`src/rtl/counter_phase_tracker_pkg.sv`:
```
// ---------------------------------------------------------------------------
// counter_phase_tracker_pkg
// Shared definitions for the phase tracker and the upstream counter's bench.
//   phase_t    : tracker state encoding, also driven out on phase_o
//   DEF_X_MAX  : default value at which x stops ramping
//   DEF_Y_MAX  : default final y value of a period
// ---------------------------------------------------------------------------
package counter_phase_tracker_pkg;

    typedef enum logic [2:0] {
        IDLE   = 3'd0,
        X_RAMP = 3'd1,
        Y_RAMP = 3'd2,
        WRAP   = 3'd3,
        ERROR  = 3'd4
    } phase_t;

    localparam int unsigned DEF_X_MAX = 8;
    localparam int unsigned DEF_Y_MAX = 6;

endpackage

```
`src/rtl/counter_phase_tracker_sat_counter8.sv`:
```
// ---------------------------------------------------------------------------
// sat_counter8
// 8-bit up counter with increment enable that sticks at 255 and clears
// synchronously.
//   clk   : clock, rising edge
//   clr   : synchronous clear, dominates inc
//   inc   : count up by one when not already at 255
//   count : current count
// ---------------------------------------------------------------------------
module sat_counter8 (
    input  logic       clk,
    input  logic       clr,
    input  logic       inc,
    output logic [7:0] count
);

    // Clear wins over increment; once at 255 further increments are ignored
    // so the count never wraps back to zero.
    always_ff @(posedge clk) begin
        if (clr) begin
            count <= 8'd0;
        end else if (inc && (count != 8'hFF)) begin
            count <= count + 8'd1;
        end
    end

endmodule

```
`src/rtl/counter_phase_tracker.sv`:
```
// ---------------------------------------------------------------------------
// counter_phase_tracker
// Watches an upstream {x,y} counter and checks that every period follows
// {0,0}, {1,0}..{X_MAX,0}, {X_MAX,1}..{X_MAX,Y_MAX}, then back to {0,0}.
//   clk_i         : clock, rising edge
//   rst_i         : synchronous active-high reset
//   pair_i        : upstream counter value {x[15:8], y[7:0]}
//   phase_o       : current tracker state
//   period_done_o : one-cycle pulse for each completed period
//   period_len_o  : length in cycles of the last completed period
//   period_cnt_o  : completed periods since reset, saturating at 255
//   err_o         : sticky sequence-violation flag
// ---------------------------------------------------------------------------
module counter_phase_tracker
    import counter_phase_tracker_pkg::*;
#(
    parameter int unsigned X_MAX = DEF_X_MAX,
    parameter int unsigned Y_MAX = DEF_Y_MAX
) (
    input  logic        clk_i,
    input  logic        rst_i,
    input  logic [15:0] pair_i,
    output logic [2:0]  phase_o,
    output logic        period_done_o,
    output logic [7:0]  period_len_o,
    output logic [7:0]  period_cnt_o,
    output logic        err_o
);

    localparam logic [7:0] XM = 8'(X_MAX);
    localparam logic [7:0] YM = 8'(Y_MAX);

    phase_t      state_q, state_d;
    logic [15:0] exp_q, exp_d;
    logic [7:0]  cyc_q, cyc_d;
    logic [7:0]  len_q, len_d;
    logic        done_q, done_d;
    logic        err_q, err_d;
    logic        period_inc;
    logic [7:0]  exp_x, exp_y;

    assign exp_x = exp_q[15:8];
    assign exp_y = exp_q[7:0];

    // Next-state logic. Every state compares the full 16-bit input against
    // the expected value; a mismatch while tracking falls into ERROR, which
    // only reset can leave. In IDLE anything but {0,0} is ignored so the
    // tracker can attach to a counter that is already running.
    always_comb begin
        state_d    = state_q;
        exp_d      = exp_q;
        cyc_d      = cyc_q;
        len_d      = len_q;
        done_d     = 1'b0;
        err_d      = err_q;
        period_inc = 1'b0;

        case (state_q)
            IDLE: begin
                if (pair_i == 16'h0000) begin
                    state_d = X_RAMP;
                    exp_d   = {8'd1, 8'd0};
                    cyc_d   = 8'd1;
                end
            end

            X_RAMP: begin
                if (pair_i != exp_q) begin
                    state_d = ERROR;
                    err_d   = 1'b1;
                end else begin
                    cyc_d = cyc_q + 8'd1;
                    if (exp_x == XM) begin
                        state_d = Y_RAMP;
                        exp_d   = {XM, 8'd1};
                    end else begin
                        exp_d = {exp_x + 8'd1, 8'd0};
                    end
                end
            end

            Y_RAMP: begin
                if (pair_i != exp_q) begin
                    state_d = ERROR;
                    err_d   = 1'b1;
                end else begin
                    cyc_d = cyc_q + 8'd1;
                    if (exp_y == YM) begin
                        state_d = WRAP;
                        exp_d   = 16'h0000;
                    end else begin
                        exp_d = {XM, exp_y + 8'd1};
                    end
                end
            end

            // The {0,0} that closes a period is also the first sample of the
            // next one, so the cycle counter restarts at 1 rather than 0.
            WRAP: begin
                if (pair_i == 16'h0000) begin
                    state_d    = X_RAMP;
                    exp_d      = {8'd1, 8'd0};
                    len_d      = cyc_q;
                    done_d     = 1'b1;
                    period_inc = 1'b1;
                    cyc_d      = 8'd1;
                end else begin
                    state_d = ERROR;
                    err_d   = 1'b1;
                end
            end

            ERROR: begin
                err_d = 1'b1;
            end

            default: begin
                state_d = ERROR;
                err_d   = 1'b1;
            end
        endcase
    end

    // State and output registers; reset returns everything to its idle
    // value regardless of where the tracker was.
    always_ff @(posedge clk_i) begin
        if (rst_i) begin
            state_q <= IDLE;
            exp_q   <= 16'h0000;
            cyc_q   <= 8'd0;
            len_q   <= 8'd0;
            done_q  <= 1'b0;
            err_q   <= 1'b0;
        end else begin
            state_q <= state_d;
            exp_q   <= exp_d;
            cyc_q   <= cyc_d;
            len_q   <= len_d;
            done_q  <= done_d;
            err_q   <= err_d;
        end
    end

    // Completed-period count, cleared by the same reset as the FSM.
    sat_counter8 u_period_cnt (
        .clk   (clk_i),
        .clr   (rst_i),
        .inc   (period_inc),
        .count (period_cnt_o)
    );

    assign phase_o       = state_q;
    assign period_done_o = done_q;
    assign period_len_o  = len_q;
    assign err_o         = err_q;

endmodule

```
`config.mk`:
```
export PLATFORM = sky130hd
export DESIGN_NAME = counter_phase_tracker
export DESIGN_NICKNAME = d
export VERILOG_FILES = /design/src/rtl/counter_phase_tracker_pkg.sv /design/src/rtl/counter_phase_tracker_sat_counter8.sv /design/src/rtl/counter_phase_tracker.sv
export SDC_FILE = /design/constraint.sdc
export NUM_CORES = 1
export LEC_CHECK = 0
export ABC_AREA = 1
export CAP_MARGIN = 10
export CORE_MARGIN = 2
export CORE_UTILIZATION = 57
export CTS_CLUSTER_DIAMETER = 100
export DETAILED_ROUTE_END_ITERATION = 8
export DONT_BUFFER_PORTS = 1
export PLACE_DENSITY = 0.75
export SYNTH_ARGS = -nofsm -noshare
export SYNTH_HDL_FRONTEND = slang
export SYNTH_SLANG_ARGS = --single-unit
```
`constraint.sdc`:
```
create_clock -name clk_i -period 1.6 [get_ports clk_i]
set_input_delay 0.48 -clock clk_i [delete_from_list [all_inputs] [get_ports clk_i]]
set_output_delay 0.48 -clock clk_i [all_outputs]
set_load 0.02 [all_outputs]
```
==> flow_metrics.py, run 1 <==
metrics = {
    "logic_synthesis": {
        "netlist_instances": 429,
        "ys_seq_area_share_pct": 33.5,
        "synth_top_cell_area_share_pct": 33.5,
        "yosysUniqueCellTypes": 29,
        "synth_seq_cells": 45,
        "syn_avg_cell_area_um2": 6.26,
        "synth_area_leaders": "dfxtp_1, nand2_1, nor2_1",
        "yosys.area.top_type": "dfxtp_1",
        "synth_warnings": 0,
        "synth_nets": 453,
        "netlist_area_um2": 2690,
    },
    "placed_design": {
        "dp_cells": 521,
        "place_ws_ns": -0.222,
        "hpwl_um": 4840,
        "routabilityCongestion": 0.913,
        "portBuffers": 0,
        "placed_area_um2": 3080,
    },
    "worst_setup_path": {
        "cp.depth": 10,
        "worstPathRequired_ns": 1.83,
        "rrSetupSlack_ns": -0.006,
        "path_cells": "buf_4 -> ha_1 -> nand2_1 -> nor2_2 -> nand2_2 -> a211oi_2 -> o21ai_1 -> nand2_1 -> nand2_1 -> nor2_1",
        "crit_family": "simple AND/OR/NAND/NOR gates",
        "cpPeakStageDelay_ns": 0.36,
        "worst_ep_arrival_time_ns": 1.84,
        "worstSetupStartpointType": "register",
        "rr_worst_depth": 10,
        "critPathBufInv": 1,
        "cpMostUsedCell": "nand2_1",
        "cp_slowest_cell": "dfxtp_2",
        "criticalPathCategory": "register to register",
        "path_max_fanout": 3,
        "endpoint_kind": "register",
    },
    "run_status": {
        "status": "finished, violations left",
        "violations": "negative setup slack",
    },
    "final_layout": {
        "final_common_cell": "nand2_1",
        "design_area_um2": 3490,
        "antennaDiodeCount": 0,
        "mostFrequentLayoutCells": "nand2_1, nor2_1, buf_4",
        "area_growth_pct": 29.9,
        "layout-drive-gt1-share_pct": 30.9,
        "fin_cells": 534,
        "final_nets": 506,
    },
    "power": {
        "power_frac_comb_pct": 2.9,
        "power.density_nw_per_um2": 536,
        "p_leak_nw": 1.46,
        "swShare_pct": 21.1,
        "p_sw_mw": 0.396,
        "ir_worst_vdd_mv": 0.708,
        "internal-power_mw": 1.48,
        "seq_power_share_pct": 59.5,
        "clock_power_share_pct": 37.7,
    },
    "drt": {
        "drt_drc_violations_left": 0,
        "wl_per_cell_um": 13.5,
        "routed_wl_um": 7210,
        "vias": 2872,
        "firstDrtPassIters": 4,
        "viasPerCell": 5.38,
        "dr.first_iter.drc_count": 229,
        "antenna_left": 0,
    },
    "global_routing": {
        "antenna_found_initial": 0,
        "grt_pass1_vias": 2610,
        "grt-ovfl-total": 0,
        "grt_max_degree": 35,
        "grt_usage_pct": 26.6,
        "grt_pass1_wl_um": 11200,
    },
    "clock_tree": {
        "cts_sinks": 45,
        "ctsLongestPathBuffers": 2,
        "cts_hold_buf": 0,
        "tritoncts": "done",
        "htreeDepth": 2,
        "clk_latency_ns": 0.30,
        "clk_pin_slew_worst_paths_ns": 0.08,
        "ctsRootBufferMaster": "clkbuf_8",
        "cts_made_buffers": 5,
    },
    "sta": {
        "whs_ns": 0.237,
        "maxSlewHeadroom_pct": 78.2,
        "maxSlewViolCount": 0,
        "rsz0062_at_grt": "yes",
        "fmax_ghz": 0.623,
        "finalCritPeriodShare_pct": 100,
        "finalSetupViolations": 1,
        "tightest_slew_ns": 0.327,
        "clock_skew_ns": 0.00690,
        "hold_viol": 0,
        "setup_tns_ns": -0.00637,
        "min_period_ns": 1.61,
        "fin_ws_ns": -0.00637,
    },
    "job": {
        "cap_violations": 0,
    },
    "floorplan": {
        "die_height_um": 72.7,
        "core_area_um2": 4440,
        "die_w_um": 72.7,
        "floorplan.die_area_um2": 5280,
        "rows": 24,
        "start_util_pct": 60.5,
        "io_pins": 39,
    },
    "hold_path": {
        "min_path_type": "input port to register",
        "whs_path_depth": 1,
    },
}
sequential cells by signal (all words and copies together) (netlist names):
name,count
cyc_q,8
phase_o,3
u_period_cnt.count,8
period_done_o,1
exp_q,16
err_o,1
period_len_o,8
path summary, 6_finish.rpt:
path / from / end
setup / recovery: exp_q[8]$_SDFFE_PP0P_ / exp_q[14]$_SDFFE_PP0P_
setup reg to reg: exp_q[8]$_SDFFE_PP0P_ / exp_q[14]$_SDFFE_PP0P_
hold reg to reg: cyc_q[1]$_SDFFE_PP0P_ / period_len_o[1]$_SDFFE_PP0P_
hold / removal: rst_i / exp_q[6]$_SDFFE_PP0P_
worst register-to-register path: cells and delay by family (launching register included):
| kind | cells | cell delay (ns) |
|---|---|---|
| AOI/OAI and AO/OA | 2 | 0.35 |
| and+or+nand+nor | 6 | 0.55 |
| DFF | 1 | 0.36 |
| buffers and inverters | 1 | 0.12 |
| adders and majority gates | 1 | 0.16 |
per-stage QoR:
stage	utilization [%]	total power, mW
floorplan	-	1.20
global placement	69.3	1.20
detailed placement	69.3	1.20
CTS	71.8	1.89
global route	78.6	1.94
finish	78.6	1.87
power by group through the flow:
| stage | clock [mW] | combinational, mW | sequential (mW) |
|---|---|---|---|
| 2_1_floorplan | 0 | 0.0556 | 1.15 |
| 3_3_place_gp | 0 | 0.0506 | 1.15 |
| 6_report | 0.705 | 0.0540 | 1.11 |
| 4_1_cts | 0.724 | 0.0516 | 1.12 |
| 3_5_place_dp | 0 | 0.0514 | 1.15 |
| 5_1_grt | 0.760 | 0.0631 | 1.11 |
cells in the mapped netlist (all sizes together):
cell	number
a211oi	1
a21oi	35
a31o	1
buf	7
clkbuf	4
dfxtp	45
ha	6
inv	53
nand2	132
nand3	33
nand3b	1
nand4	7
nor2	62
nor3	5
nor3b	5
nor4	3
o21ai	17
o22ai	1
xnor2	2
xor2	9
final cells by class:
class,count,area (µm²)
clock buffers,7,86.3
well taps,52,65.1
flip-flops and latches,45,930
inverters,53,211
repair buffers,56,458
multi-input cells,321,1740
fillers,338,952
what timing repair did:
item | CTS | global route
gates resized for setup | 12 | 84
gates cloned | 0 | 1
setup endpoints to repair | 12 | 36
pin swaps | 3 | 17
setup buffers | 1 | 4
per-layer routing:
layer | GRT usage, % | vias up | share of wire, %
met2 | 45.1 | 100 | 49
met5 | 0 | - | 0
met4 | 8.44 | 0 | 1.9
met3 | 5.66 | 14 | 7.7
li1 | - | 1467 | -
met1 | 33.7 | 1291 | 41
kinds of logic after synthesis:
group	after synthesis	share of synthesized area [%]
buffers and inverters	64	9.68
XOR/XNOR	11	3.59
adder cells (fa/ha/maj)	6	2.79
flip-flops	45	33.5
AND/OR/NAND/NOR	248	39.5
AO/OA/AOI/OAI	55	10.9
(Power assumes the default switching activity.)
==> inputs of run 2 (changes only) <==
CORE_MARGIN = not set   (was 2)
GPL_ROUTABILITY_DRIVEN = 0   (was not set)
==> run 2 against run 1 <==
Effect of this change: the flow finishes with violations (design-rule violations, negative setup slack); worst hold slack got worse by 0.014 ns; worst setup slack worse by 0.042 ns; core utilization fell by 2.2 points; sequential share of layout area is 0.68 points higher; largest cell class unchanged; critical endpoint unchanged; combinational power rose by 2%; largest power group unchanged; critical path depth unchanged.
==> flow_metrics.py, run 2 (synthesis results as in run 1) <==
metrics = {
    "run_status": {
        "status": "finished, violations left",
        "violations": "design-rule violations, negative setup slack",
    },
    "final_layout": {
        "largest_register": "exp_q",
        "final_nets": 505,
        "fin_cells": 534,
        "mostFrequentLayoutCells": "nand2_1, nor2_1, buf_4",
        "layout-drive-gt1-share_pct": 27.2,
        "final_common_cell": "nand2_1",
        "largest_reg_flops": 16,
        "antennaDiodeCount": 0,
        "design_area_um2": 3400,
        "area_growth_pct": 26.4,
    },
    "placed_design": {
        "place_ws_ns": -0.283,
        "portBuffers": 0,
        "placed_area_um2": 3070,
        "hpwl_um": 4780,
        "dp_cells": 519,
    },
    "hold_path": {
        "holdCritStartpoint": "rst_i",
        "holdPathEnd": "phase_o[1]$_SDFFE_PP0P_",
        "whs_path_depth": 1,
        "min_path_type": "input port to register",
    },
    "floorplan": {
        "rows": 24,
        "io_pins": 39,
        "die_height_um": 70.7,
        "start_util_pct": 60.5,
        "die_w_um": 70.7,
        "floorplan.die_area_um2": 4990,
        "core_area_um2": 4440,
    },
    "global_routing": {
        "grt_pass1_wl_um": 11200,
        "antenna_found_initial": 0,
        "grt_pass1_vias": 2630,
        "grt_max_degree": 35,
        "grt_usage_pct": 27.9,
        "grt-ovfl-total": 0,
    },
    "drt": {
        "routed_wl_um": 6970,
        "viasPerCell": 5.36,
        "dr.first_iter.drc_count": 301,
        "firstDrtPassIters": 6,
        "antenna_left": 0,
        "drt_drc_violations_left": 2,
        "vias": 2863,
        "wl_per_cell_um": 13.1,
    },
    "worst_setup_path": {
        "worst_ep_arrival_time_ns": 1.89,
        "path_max_fanout": 3,
        "rr_worst_depth": 10,
        "worstReg2RegStart": "exp_q[8]$_SDFFE_PP0P_",
        "r2r-end": "exp_q[14]$_SDFFE_PP0P_",
        "worstSetupStartpointType": "register",
        "worstPathRequired_ns": 1.84,
        "criticalPathCategory": "register to register",
        "rrSetupSlack_ns": -0.05,
        "endpoint_kind": "register",
    },
    "clock_tree": {
        "clk_latency_ns": 0.30,
        "cts_hold_buf": 0,
        "ctsLongestPathBuffers": 2,
        "htreeDepth": 2,
        "cts_made_buffers": 5,
        "cts_sinks": 45,
        "tritoncts": "done",
        "clk_pin_slew_worst_paths_ns": 0.08,
        "ctsRootBufferMaster": "clkbuf_8",
    },
    "job": {
        "cap_violations": 0,
    },
    "sta": {
        "fmax_ghz": 0.607,
        "clock_skew_ns": 0.00735,
        "tightest_slew_ns": 0.379,
        "finalCritPeriodShare_pct": 103,
        "fin_ws_ns": -0.0488,
        "hold_viol": 0,
        "maxSlewHeadroom_pct": 74.7,
        "maxSlewViolCount": 0,
        "min_period_ns": 1.65,
        "whs_ns": 0.223,
        "rsz0062_at_grt": "yes",
        "setup_tns_ns": -0.0582,
        "finalSetupViolations": 3,
    },
    "power": {
        "p_leak_nw": 1.44,
        "power.density_nw_per_um2": 546,
        "ir_worst_vdd_mv": 0.597,
    },
}
==> run 2: changes by cell type in the layout (fill, tap and decap cells not counted), moves of 4 or more <==
cell     change
a21oi_1      +6
a21oi_2      -6
dfxtp_2      +4
nand2_1     +12
nand2_2     -10
o21ai_1      -4
==> run 2: where the power goes <==
part / leakage (nW) / switching [mW] / internal (mW)
registers: 0.372 / 0.0000202 / 1.12
clock network: 0.0450 / 0.379 / 0.303
logic: 1.02 / 0.0348 / 0.0202
total: 1.44 / 0.414 / 1.44
==> run 2: area by class of cell <==
cell class / instances / area, µm²
clock buffers: 6 / 72.6
clock inverters: 2 / 10.0
fillers: 363 / 1050
inverters: 53 / 204
multi-input cells: 321 / 1670
flip-flops and latches: 45 / 927
well taps: 52 / 65.1
repair buffers: 55 / 444
==> run 2: worst max path at each step <==
stage | from | end | slack [ns]
after floorplan | pair_i[7] | exp_q[1]$_SDFFE_PP0P_ | -0.005
after global placement | pair_i[7] | u_period_cnt.count[2]$_SDFFE_PP0P_ | -0.23
after detailed placement | pair_i[7] | u_period_cnt.count[2]$_SDFFE_PP0P_ | -0.28
after CTS | u_period_cnt.count[0]$_SDFFE_PP0P_ | u_period_cnt.count[0]$_SDFFE_PP0P_ | 0.006
after global routing | exp_q[8]$_SDFFE_PP0P_ | exp_q[14]$_SDFFE_PP0P_ | -0.15
final | exp_q[8]$_SDFFE_PP0P_ | exp_q[14]$_SDFFE_PP0P_ | -0.05
==> run 2: critical path, stage by stage, from the launching register on <==
cell      delay (ns)
dfxtp_2         0.36
buf_4           0.12
ha_1            0.16
nand2_1         0.10
nor2_2          0.15
nand2_1         0.07
a211oi_1        0.22
o21ai_0         0.11
nand2_1         0.11
nand2_1         0.08
nor2_1          0.11
==> run 2: metal layers <==
metal / global-route usage (%) / vias up / share of wire (%)
li1: - / 1475 / -
met1: 34.6 / 1272 / 45
met2: 48.1 / 102 / 46
met3: 6.84 / 14 / 6.5
met4: 8.44 / 0 / 2.4
met5: 0 / - / 0
==> run 2: through the flow <==
step / utilization [%] / total power, mW
floorplan: - / 1.20
detailed placement: 69.0 / 1.20
finish: 76.4 / 1.85
global placement: 69.0 / 1.20
CTS: 71.5 / 1.88
global route: 76.4 / 1.92
==> run 2: repair_timing <==
action | in CTS | in global routing
resized for setup | 11 | 54
gates cloned | 0 | 1
endpoints found under the setup margin | 9 | 36
buffers inserted | 0 | 6
pin swaps | 2 | 22
